**src/rtl/bus_arb_pkg.sv**
```systemverilog
// rtl/bus_arb_pkg.sv - shared owner/state encoding and default widths for the bus arbiter
package bus_arb_pkg;

  typedef enum logic [1:0] {
    IDLE   = 2'd0,
    IC_OWN = 2'd1,
    DC_OWN = 2'd2
  } owner_e;

  localparam int BUS_DATA_WIDTH_DEF = 64;
  localparam int BUS_TAG_WIDTH_DEF  = 13;

endpackage

```
**src/rtl/bus_arbiter_mux.sv**
```systemverilog
// rtl/bus_arbiter_mux.sv - owner-selected request mux and response demux between two caches and the bus
module bus_arbiter_mux
  import bus_arb_pkg::*;
#(
  parameter int BUS_DATA_WIDTH = BUS_DATA_WIDTH_DEF,
  parameter int BUS_TAG_WIDTH  = BUS_TAG_WIDTH_DEF
) (
  input  owner_e                    owner,
  input  logic                      ic_reqcyc,
  input  logic                      ic_respack,
  input  logic [BUS_DATA_WIDTH-1:0] ic_req,
  input  logic [BUS_TAG_WIDTH-1:0]  ic_reqtag,
  input  logic                      dc_reqcyc,
  input  logic                      dc_respack,
  input  logic [BUS_DATA_WIDTH-1:0] dc_req,
  input  logic [BUS_TAG_WIDTH-1:0]  dc_reqtag,
  output logic                      bus_reqcyc,
  output logic                      bus_respack,
  output logic [BUS_DATA_WIDTH-1:0] bus_req,
  output logic [BUS_TAG_WIDTH-1:0]  bus_reqtag,
  input  logic                      bus_respcyc,
  input  logic                      bus_reqack,
  input  logic [BUS_DATA_WIDTH-1:0] bus_resp,
  input  logic [BUS_TAG_WIDTH-1:0]  bus_resptag,
  output logic                      ic_respcyc,
  output logic                      ic_reqack,
  output logic [BUS_DATA_WIDTH-1:0] ic_resp,
  output logic [BUS_TAG_WIDTH-1:0]  ic_resptag,
  output logic                      dc_respcyc,
  output logic                      dc_reqack,
  output logic [BUS_DATA_WIDTH-1:0] dc_resp,
  output logic [BUS_TAG_WIDTH-1:0]  dc_resptag
);

  // Everything not owned is driven to zero so a non-owner can never see stray responses.
  always_comb begin
    bus_reqcyc  = 1'b0;
    bus_respack = 1'b0;
    bus_req     = '0;
    bus_reqtag  = '0;
    ic_respcyc  = 1'b0;
    ic_reqack   = 1'b0;
    ic_resp     = '0;
    ic_resptag  = '0;
    dc_respcyc  = 1'b0;
    dc_reqack   = 1'b0;
    dc_resp     = '0;
    dc_resptag  = '0;
    case (owner)
      IC_OWN: begin
        bus_reqcyc  = ic_reqcyc;
        bus_respack = ic_respack;
        bus_req     = ic_req;
        bus_reqtag  = ic_reqtag;
        ic_respcyc  = bus_respcyc;
        ic_reqack   = bus_reqack;
        ic_resp     = bus_resp;
        ic_resptag  = bus_resptag;
      end
      DC_OWN: begin
        bus_reqcyc  = dc_reqcyc;
        bus_respack = dc_respack;
        bus_req     = dc_req;
        bus_reqtag  = dc_reqtag;
        dc_respcyc  = bus_respcyc;
        dc_reqack   = bus_reqack;
        dc_resp     = bus_resp;
        dc_resptag  = bus_resptag;
      end
      default: ;
    endcase
  end

endmodule

```
**src/rtl/bus_arbiter.sv**
```systemverilog
// rtl/bus_arbiter.sv - icache/dcache system-bus arbiter; BUS_ARB_ROUND_ROBIN_EN selects round-robin tie-break
module bus_arbiter
  import bus_arb_pkg::*;
#(
  parameter int BUS_DATA_WIDTH = BUS_DATA_WIDTH_DEF,
  parameter int BUS_TAG_WIDTH  = BUS_TAG_WIDTH_DEF
) (
  input  logic                      clk,
  input  logic                      reset,
  input  logic [63:0]               entry,
  output logic                      ba_bus_reqcyc,
  output logic                      ba_bus_respack,
  output logic [BUS_DATA_WIDTH-1:0] ba_bus_req,
  output logic [BUS_TAG_WIDTH-1:0]  ba_bus_reqtag,
  input  logic                      ba_bus_respcyc,
  input  logic                      ba_bus_reqack,
  input  logic [BUS_DATA_WIDTH-1:0] ba_bus_resp,
  input  logic [BUS_TAG_WIDTH-1:0]  ba_bus_resptag,
  input  logic                      ba_icache_assert_bus,
  input  logic                      ba_dcache_assert_bus,
  input  logic                      ba_ic_bus_reqcyc,
  input  logic                      ba_ic_bus_respack,
  input  logic [BUS_DATA_WIDTH-1:0] ba_ic_bus_req,
  input  logic [BUS_TAG_WIDTH-1:0]  ba_ic_bus_reqtag,
  output logic                      ba_ic_bus_respcyc,
  output logic                      ba_ic_bus_reqack,
  output logic [BUS_DATA_WIDTH-1:0] ba_ic_bus_resp,
  output logic [BUS_TAG_WIDTH-1:0]  ba_ic_bus_resptag,
  input  logic                      ba_dc_bus_reqcyc,
  input  logic                      ba_dc_bus_respack,
  input  logic [BUS_DATA_WIDTH-1:0] ba_dc_bus_req,
  input  logic [BUS_TAG_WIDTH-1:0]  ba_dc_bus_reqtag,
  output logic                      ba_dc_bus_respcyc,
  output logic                      ba_dc_bus_reqack,
  output logic [BUS_DATA_WIDTH-1:0] ba_dc_bus_resp,
  output logic [BUS_TAG_WIDTH-1:0]  ba_dc_bus_resptag,
  output logic                      oba_icache_has_bus,
  output logic                      oba_dcache_has_bus
);

  owner_e state, state_next;
  logic   prefer_ic;
  logic   unused_entry;

  assign unused_entry = ^entry;

`ifdef BUS_ARB_ROUND_ROBIN_EN
  logic last_owner_dc;

  always_ff @(posedge clk) begin
    if (reset)
      last_owner_dc <= 1'b0;
    else if (state_next != IDLE)
      last_owner_dc <= (state_next == DC_OWN);
  end

  assign prefer_ic = last_owner_dc;
`else
  assign prefer_ic = 1'b0;
`endif

  always_ff @(posedge clk) begin
    if (reset)
      state <= IDLE;
    else
      state <= state_next;
  end

  // Owners are never preempted; a release hands straight to a waiting master.
  always_comb begin
    state_next = state;
    case (state)
      IDLE: begin
        if (ba_icache_assert_bus && ba_dcache_assert_bus)
          state_next = prefer_ic ? IC_OWN : DC_OWN;
        else if (ba_dcache_assert_bus)
          state_next = DC_OWN;
        else if (ba_icache_assert_bus)
          state_next = IC_OWN;
      end
      IC_OWN: if (!ba_icache_assert_bus) state_next = ba_dcache_assert_bus ? DC_OWN : IDLE;
      DC_OWN: if (!ba_dcache_assert_bus) state_next = ba_icache_assert_bus ? IC_OWN : IDLE;
      default: state_next = IDLE;
    endcase
  end

  assign oba_icache_has_bus = (state == IC_OWN);
  assign oba_dcache_has_bus = (state == DC_OWN);

  bus_arbiter_mux #(
    .BUS_DATA_WIDTH(BUS_DATA_WIDTH),
    .BUS_TAG_WIDTH (BUS_TAG_WIDTH)
  ) u_mux (
    .owner      (state),
    .ic_reqcyc  (ba_ic_bus_reqcyc),
    .ic_respack (ba_ic_bus_respack),
    .ic_req     (ba_ic_bus_req),
    .ic_reqtag  (ba_ic_bus_reqtag),
    .dc_reqcyc  (ba_dc_bus_reqcyc),
    .dc_respack (ba_dc_bus_respack),
    .dc_req     (ba_dc_bus_req),
    .dc_reqtag  (ba_dc_bus_reqtag),
    .bus_reqcyc (ba_bus_reqcyc),
    .bus_respack(ba_bus_respack),
    .bus_req    (ba_bus_req),
    .bus_reqtag (ba_bus_reqtag),
    .bus_respcyc(ba_bus_respcyc),
    .bus_reqack (ba_bus_reqack),
    .bus_resp   (ba_bus_resp),
    .bus_resptag(ba_bus_resptag),
    .ic_respcyc (ba_ic_bus_respcyc),
    .ic_reqack  (ba_ic_bus_reqack),
    .ic_resp    (ba_ic_bus_resp),
    .ic_resptag (ba_ic_bus_resptag),
    .dc_respcyc (ba_dc_bus_respcyc),
    .dc_reqack  (ba_dc_bus_reqack),
    .dc_resp    (ba_dc_bus_resp),
    .dc_resptag (ba_dc_bus_resptag)
  );

endmodule

```
**config.mk**
```make
export PLATFORM = sky130hd
export DESIGN_NAME = bus_arbiter
export DESIGN_NICKNAME = d
export VERILOG_FILES = /design/src/rtl/bus_arb_pkg.sv /design/src/rtl/bus_arbiter_mux.sv /design/src/rtl/bus_arbiter.sv
export SDC_FILE = /design/constraint.sdc
export NUM_CORES = 1
export LEC_CHECK = 0
export ABC_AREA = 1
export CAP_MARGIN = 20
export CORE_AREA = 2 2 210 212
export CTS_CLUSTER_SIZE = 8
export DETAILED_ROUTE_END_ITERATION = 12
export DIE_AREA = 0 0 212 214
export GPL_TIMING_DRIVEN = 0
export PLACE_DENSITY_LB_ADDON = 0.25
export SYNTH_ARGS = -nofsm -noshare
export SYNTH_HDL_FRONTEND = slang
export SYNTH_SLANG_ARGS = --single-unit
```
**constraint.sdc**
```tcl
create_clock -name clk -period 1.5 [get_ports clk]
set_input_delay 0.3 -clock clk [delete_from_list [all_inputs] [get_ports clk]]
set_output_delay 0.3 -clock clk [all_outputs]
set_load 0.01 [all_outputs]
```
; ---- Yosys cells after proc, flatten, opt, wreduce, memory -nomap -nowiden
; Index checks and enable logic that the tools add are counted.
[totals]
reg_bits = 2
latch_bits = 0
ram_bits = 0
mem_bits_ro = 0
in_bits = 305
output_inout_bits = 239
memories = 0
[op_classes]
n_addsub = 0
multipliers = 0
div = 0
n_lt_le_gt_ge = 0
n_eq_ne = 5
shift = 0
mux = 20
bitwise_logic = 0
reduce_logical = 3
[op_table]
columns = op, count
row1 = 64-bit two-way mux, 2
row2 = 64-bit one-hot mux with 2 select lines, 1
row3 = 13-bit two-way mux, 2
row4 = 13-bit one-hot mux with 2 select lines, 1
row5 = 2-bit two-way mux, 6
row6 = 2-bit one-hot mux with 3 select lines, 1
row7 = 1-bit two-way mux, 5
row8 = "2-bit != test, second input constant", 2
row9 = "4-bit != test, second input constant", 1
row10 = 1-bit one-hot mux with 2 select lines, 2
row11 = 3-bit AND reduction, 1
row12 = "2-bit by 1-bit == test with 1-bit output, second input constant", 1
row13 = "2-bit == test, second input constant", 1
row14 = 2-bit logical NOT, 1
row15 = 1-bit logical AND, 1

; ---- Logic depth before layout (Yosys ltp)
[logic_depth]
word_depth = 4
mapped_depth = 10
mapped_depth_nobuf = 9

; ---- Cells and area by module
; Synthesis repeated with hierarchy kept, for this count alone.
[hier_totals]
cells_unflattened = 618
hier_area_um2 = 2598.7
[modules_own_cells]
columns = mod, n_inst, cells_each, area_per_inst_um2, seq_area_each_um2
row1 = bus_arbiter_mux, 1, 602, 2498.6, 0.0
row2 = bus_arbiter, 1, 16, 100.1, 40.0

; ---- Worst setup path after synthesis
; Ideal clock, no wire load.
[synth_timing]
path_type = reg-to-output
start = register state[0]
end = output port ba_bus_req[42]
arrival_ns = 1.304
required_ns = 1.200
setup_slack_ns = -0.104
stages_incl_launch_ff = 8
path_buffers = 3
path_cell_list = dfxtp_1 inv_1 ha_1 buf_2 buf_6 buf_4 nand2_1 a21oi_1
[synth_via]
elab_chain_cells = 2
word_cells_on_any_way = 3
classes_between = eq/ne (2) / mux (1)
[synth_lines]
columns = element, line
row1 = start: declaration, bus_arbiter.sv:41  ; owner_e state, state_next;
row2 = start signal: assignment, bus_arbiter.sv:66  ; state <= state_next;
row3 = 2-bit == test, n/a
row4 = via oba_dcache_has_bus, bus_arbiter.sv:38  ; output logic oba_dcache_has_bus
row5 = 64-bit one-hot mux with 2 select lines, bus_arbiter_mux.sv:49  ; case (owner)
row6 = end: declaration, bus_arbiter.sv:13  ; output logic [BUS_DATA_WIDTH-1:0] ba_bus_req,
; The timed path passes the listed nets, and every way through them passes these cells.

; ---- Worst setup path in the final report
[layout_timing]
start = register state[1]
end = output port ba_bus_req[41]
[layout_via]
elab_chain_cells = 2
word_cells_on_any_way = 3
classes_between = eq/ne (2) / mux (1)
[layout_lines]
columns = element, line
row1 = 2-bit == test / 2-bit by 1-bit == test with 1-bit output (equally long branches), bus_arbiter_mux.sv:49
row2 = 64-bit one-hot mux with 2 select lines (*), bus_arbiter_mux.sv:49
; Mark *: on every way between the ends. The rest lies on a longest branch, timed or not.

==> summary.txt <==
Placed design
  – IO buf count: 479
  – Detailed Place HPWL: 19020 um
  – DP Worst Slack: -972.3 ps
  – Routability cong.: 0.8092

Clocking
  – CTS Hold Bufs: 0
  – Worst skew pair latency: 220 ps
  – Clock Sinks: 2
  – Clock Path Buffers: 2
  – Htree depth: 1
  – TritonCTS clock tree: built
  – Worst-path clk slew: 30 ps
  – Inserted Clock Buffers: 3
  – Root Buffer Master: clkbuf_16

Route
  – Post-DRT Antenna Nets: 0
  – Routed Wire Length: 25410 um
  – Drt drc: 0
  – DR vias/cell: 3.335
  – 1st-pass router iterations: 4
  – DR WL/cell: 14.38 um
  – DRC violation total after the first TritonRoute iteration: 177
  – Routed vias: 5893

Finish
  – Reg with most FFs: state
  – Final Core Density: 0.2478
  – Nets: 1493
  – Layout cells sized above 1: 0.5868
  – Syn-to-layout area delta: 301.9%
  – Max reg flops: 2
  – Top flop regs: state x2

Outcome
  – Failing checks: setup timing
  – Outcome: finished with violations

Critical path
  – Crit-path slowest cell: dfxtp_4
  – Startpoint Class: flip-flop
  – Worst path required time: 1200 ps
  – Crit path cell chain: inv_4 -> ha_4 -> buf_12 -> buf_16 -> clkbuf_16 -> nand2_1 -> a21oi_2 -> buf_2
  – CP Max Fanout: 8
  – Crit path DAT: 1630 ps
  – Worst Setup End Kind: output port
  – Largest stage delay, worst path: 350 ps
  – Critical path type: reg2out

Floorplanning
  – Row cnt: 76
  – Die area: 0.04537 mm^2
  – I/O pin cnt: 544
  – Die W: 212 um
  – Core area: 0.04289 mm^2
  – Die Ht: 214 um
  – Starting density of the core: 0.06165

STA
  – Sum Neg Setup Slack: -71510 ps
  – Final slew viol count: 0
  – Hold Vio Cnt, Final: 0
  – Count of final setup violators: 237
  – Fin crit share: 1.288
  – Headroom to the max-slew limit: 0.8157
  – Slew @ Worst Pin: 275.6 ps
  – Post-route minimum period: 1932 ps
  – Max frequency: 0.5176 GHz
  – Skew final: 2.007 ps
  – RSZ-0062 raised after global routing: true
  – Final WS setup: -431.8 ps

Yosys
  – Cells after synthesis: 628
  – Yosys reg bits: 2
  – Seq/Total Area, Yosys: 0.01514
  – Synthesized area: 0.002644 mm^2
  – Post-synth net total: 938
  – Xor/xnor share of the synthesized area: 0
  – Adder-cell share of the synthesized area: 0.02366
  – Largest family of logic cells by synthesized area: simple AND/OR/NAND/NOR gates
  – Synth Warn #: 0
  – Post-synthesis mux area share: 0
  – Post-Synth Simple-Gate Area: 0.4766
  – Syn Area/Cell: 4.210 um^2
  – Complex-gate fraction of the synthesized area: 0.1514
  – Count of cell types in the netlist: 13

GRT
  – Vias in the first global route: 5662
  – Gr usage total: 0.09797
  – Initial antenna violation count: 1
  – Largest net degree at the start of global routing: 11
  – First-pass GRT wire length: 33690 um
  – Gr ovfl total: 0

Job
  – Maxcap violations: 0

Power and ir drop
  – Pleak: 0.005709 uW
  – PwrDens: 1387 mW/mm^2
  – Maximum vdd drop: 859.3 uV

Min path
  – HP Class: reg2reg
==> worst paths after layout <==
path                 start        endpoint  slack [ps]  cells after the start
hold / removal    state[0]        state[0]         620                      4
setup / recovery  state[1]  ba_bus_req[41]        -430                      8
setup reg to reg  state[1]        state[1]          40                     11
hold reg to reg   state[0]        state[0]         620                      4
==> logic make-up (layout without fill, tap and decap cells) <==
kind of cell | Yosys count | count (layout)
simple gates | 333 | 333
buf+inv | 208 | 761
compound gates | 80 | 80
fa+ha+maj | 5 | 5
flops | 2 | 2
other cells | 0 | 1
==> per-stage QoR <==
step / power (uW) / instance area, um^2 / hold WS [ps] / std cells
2_1_floorplan: 4145 / 2820 / 447.8 / 628
3_3_place_gp: 9081 / 8347 / 597.4 / 1692
3_5_place_dp: 9009 / 8347 / 603.1 / 1692
4_1_cts: 12570 / 9318 / 613.7 / 1738
5_1_grt: 15670 / 10620 / 651.3 / 1766
6_report: 14740 / 10630 / 622.8 / 1767
==> metal layers <==
layer	track usage	wire length (um)	vias up
li1	-	-	2890
met1	0.09653	8833	2680
met2	0.2051	14100	303
met3	0.02331	2036	20
met4	0.01244	447	0
met5	0	0	-
==> cell usage in the layout (no fill, tap or decap), drive strengths merged <==
| cell | Yosys | layout |
|---|---|---|
| nand2 | 326 | 326 |
| buf | 38 | 325 |
| clkdlybuf4s50 | 0 | 240 |
| inv | 164 | 164 |
| a21oi | 80 | 80 |
| clkbuf | 6 | 24 |
| clkdlybuf4s15 | 0 | 6 |
| nor2 | 5 | 5 |
| ha | 5 | 5 |
| dfxtp | 2 | 2 |
| diode | 0 | 1 |
| nand3b | 1 | 1 |
| nor3 | 1 | 1 |
| bufbuf | 0 | 1 |
| dlymetal6s2s | 0 | 1 |
==> synthesized netlist by cell type (all sizes together) <==
master / count / area (um^2)
nand3b: 1 / 7.510
nor3: 1 / 10.01
clkbuf: 6 / 22.52
nand2: 326 / 1224
nor2: 5 / 18.77
dfxtp: 2 / 40.04
a21oi: 80 / 400.4
ha: 5 / 62.56
buf: 38 / 242.7
inv: 164 / 615.6
==> what timing repair did <==
item / CTS / global route
gates resized for setup: 1087 / 532
cloned: 16 / 9
pin swaps: 14 / 34
endpoints found under the hold margin: 0 / 0
setup endpoints to repair: 239 / 241
buffers inserted: 27 / 27
==> critical path: cells and delay by family (launching register included) <==
family | cells | cell delay, ps
flops | 1 | 350
fa+ha+maj | 1 | 150
simple gates | 1 | 60
compound gates | 1 | 110
buf+inv | 5 | 720
==> final cells by class <==
| type | instances | area, um^2 |
|---|---|---|
| timing repair buffer | 552 | 5558 |
| sequential | 2 | 47.55 |
| fill | 4725 | 32260 |
| multi-input combinational | 418 | 2875 |
| clock buffer | 3 | 75.07 |
| buffer | 42 | 699.4 |
| antenna | 1 | 2.502 |
| tap | 585 | 732.0 |
| inverter | 164 | 635.6 |
==> report_power, final <==
part	internal, uW	total, uW	switching, uW
Combinational	7450	14200	6760
Clock	339	396	57.0
Sequential	89.4	132	42.2
Total	7880	14700	6860
(Power assumes the default switching activity.)
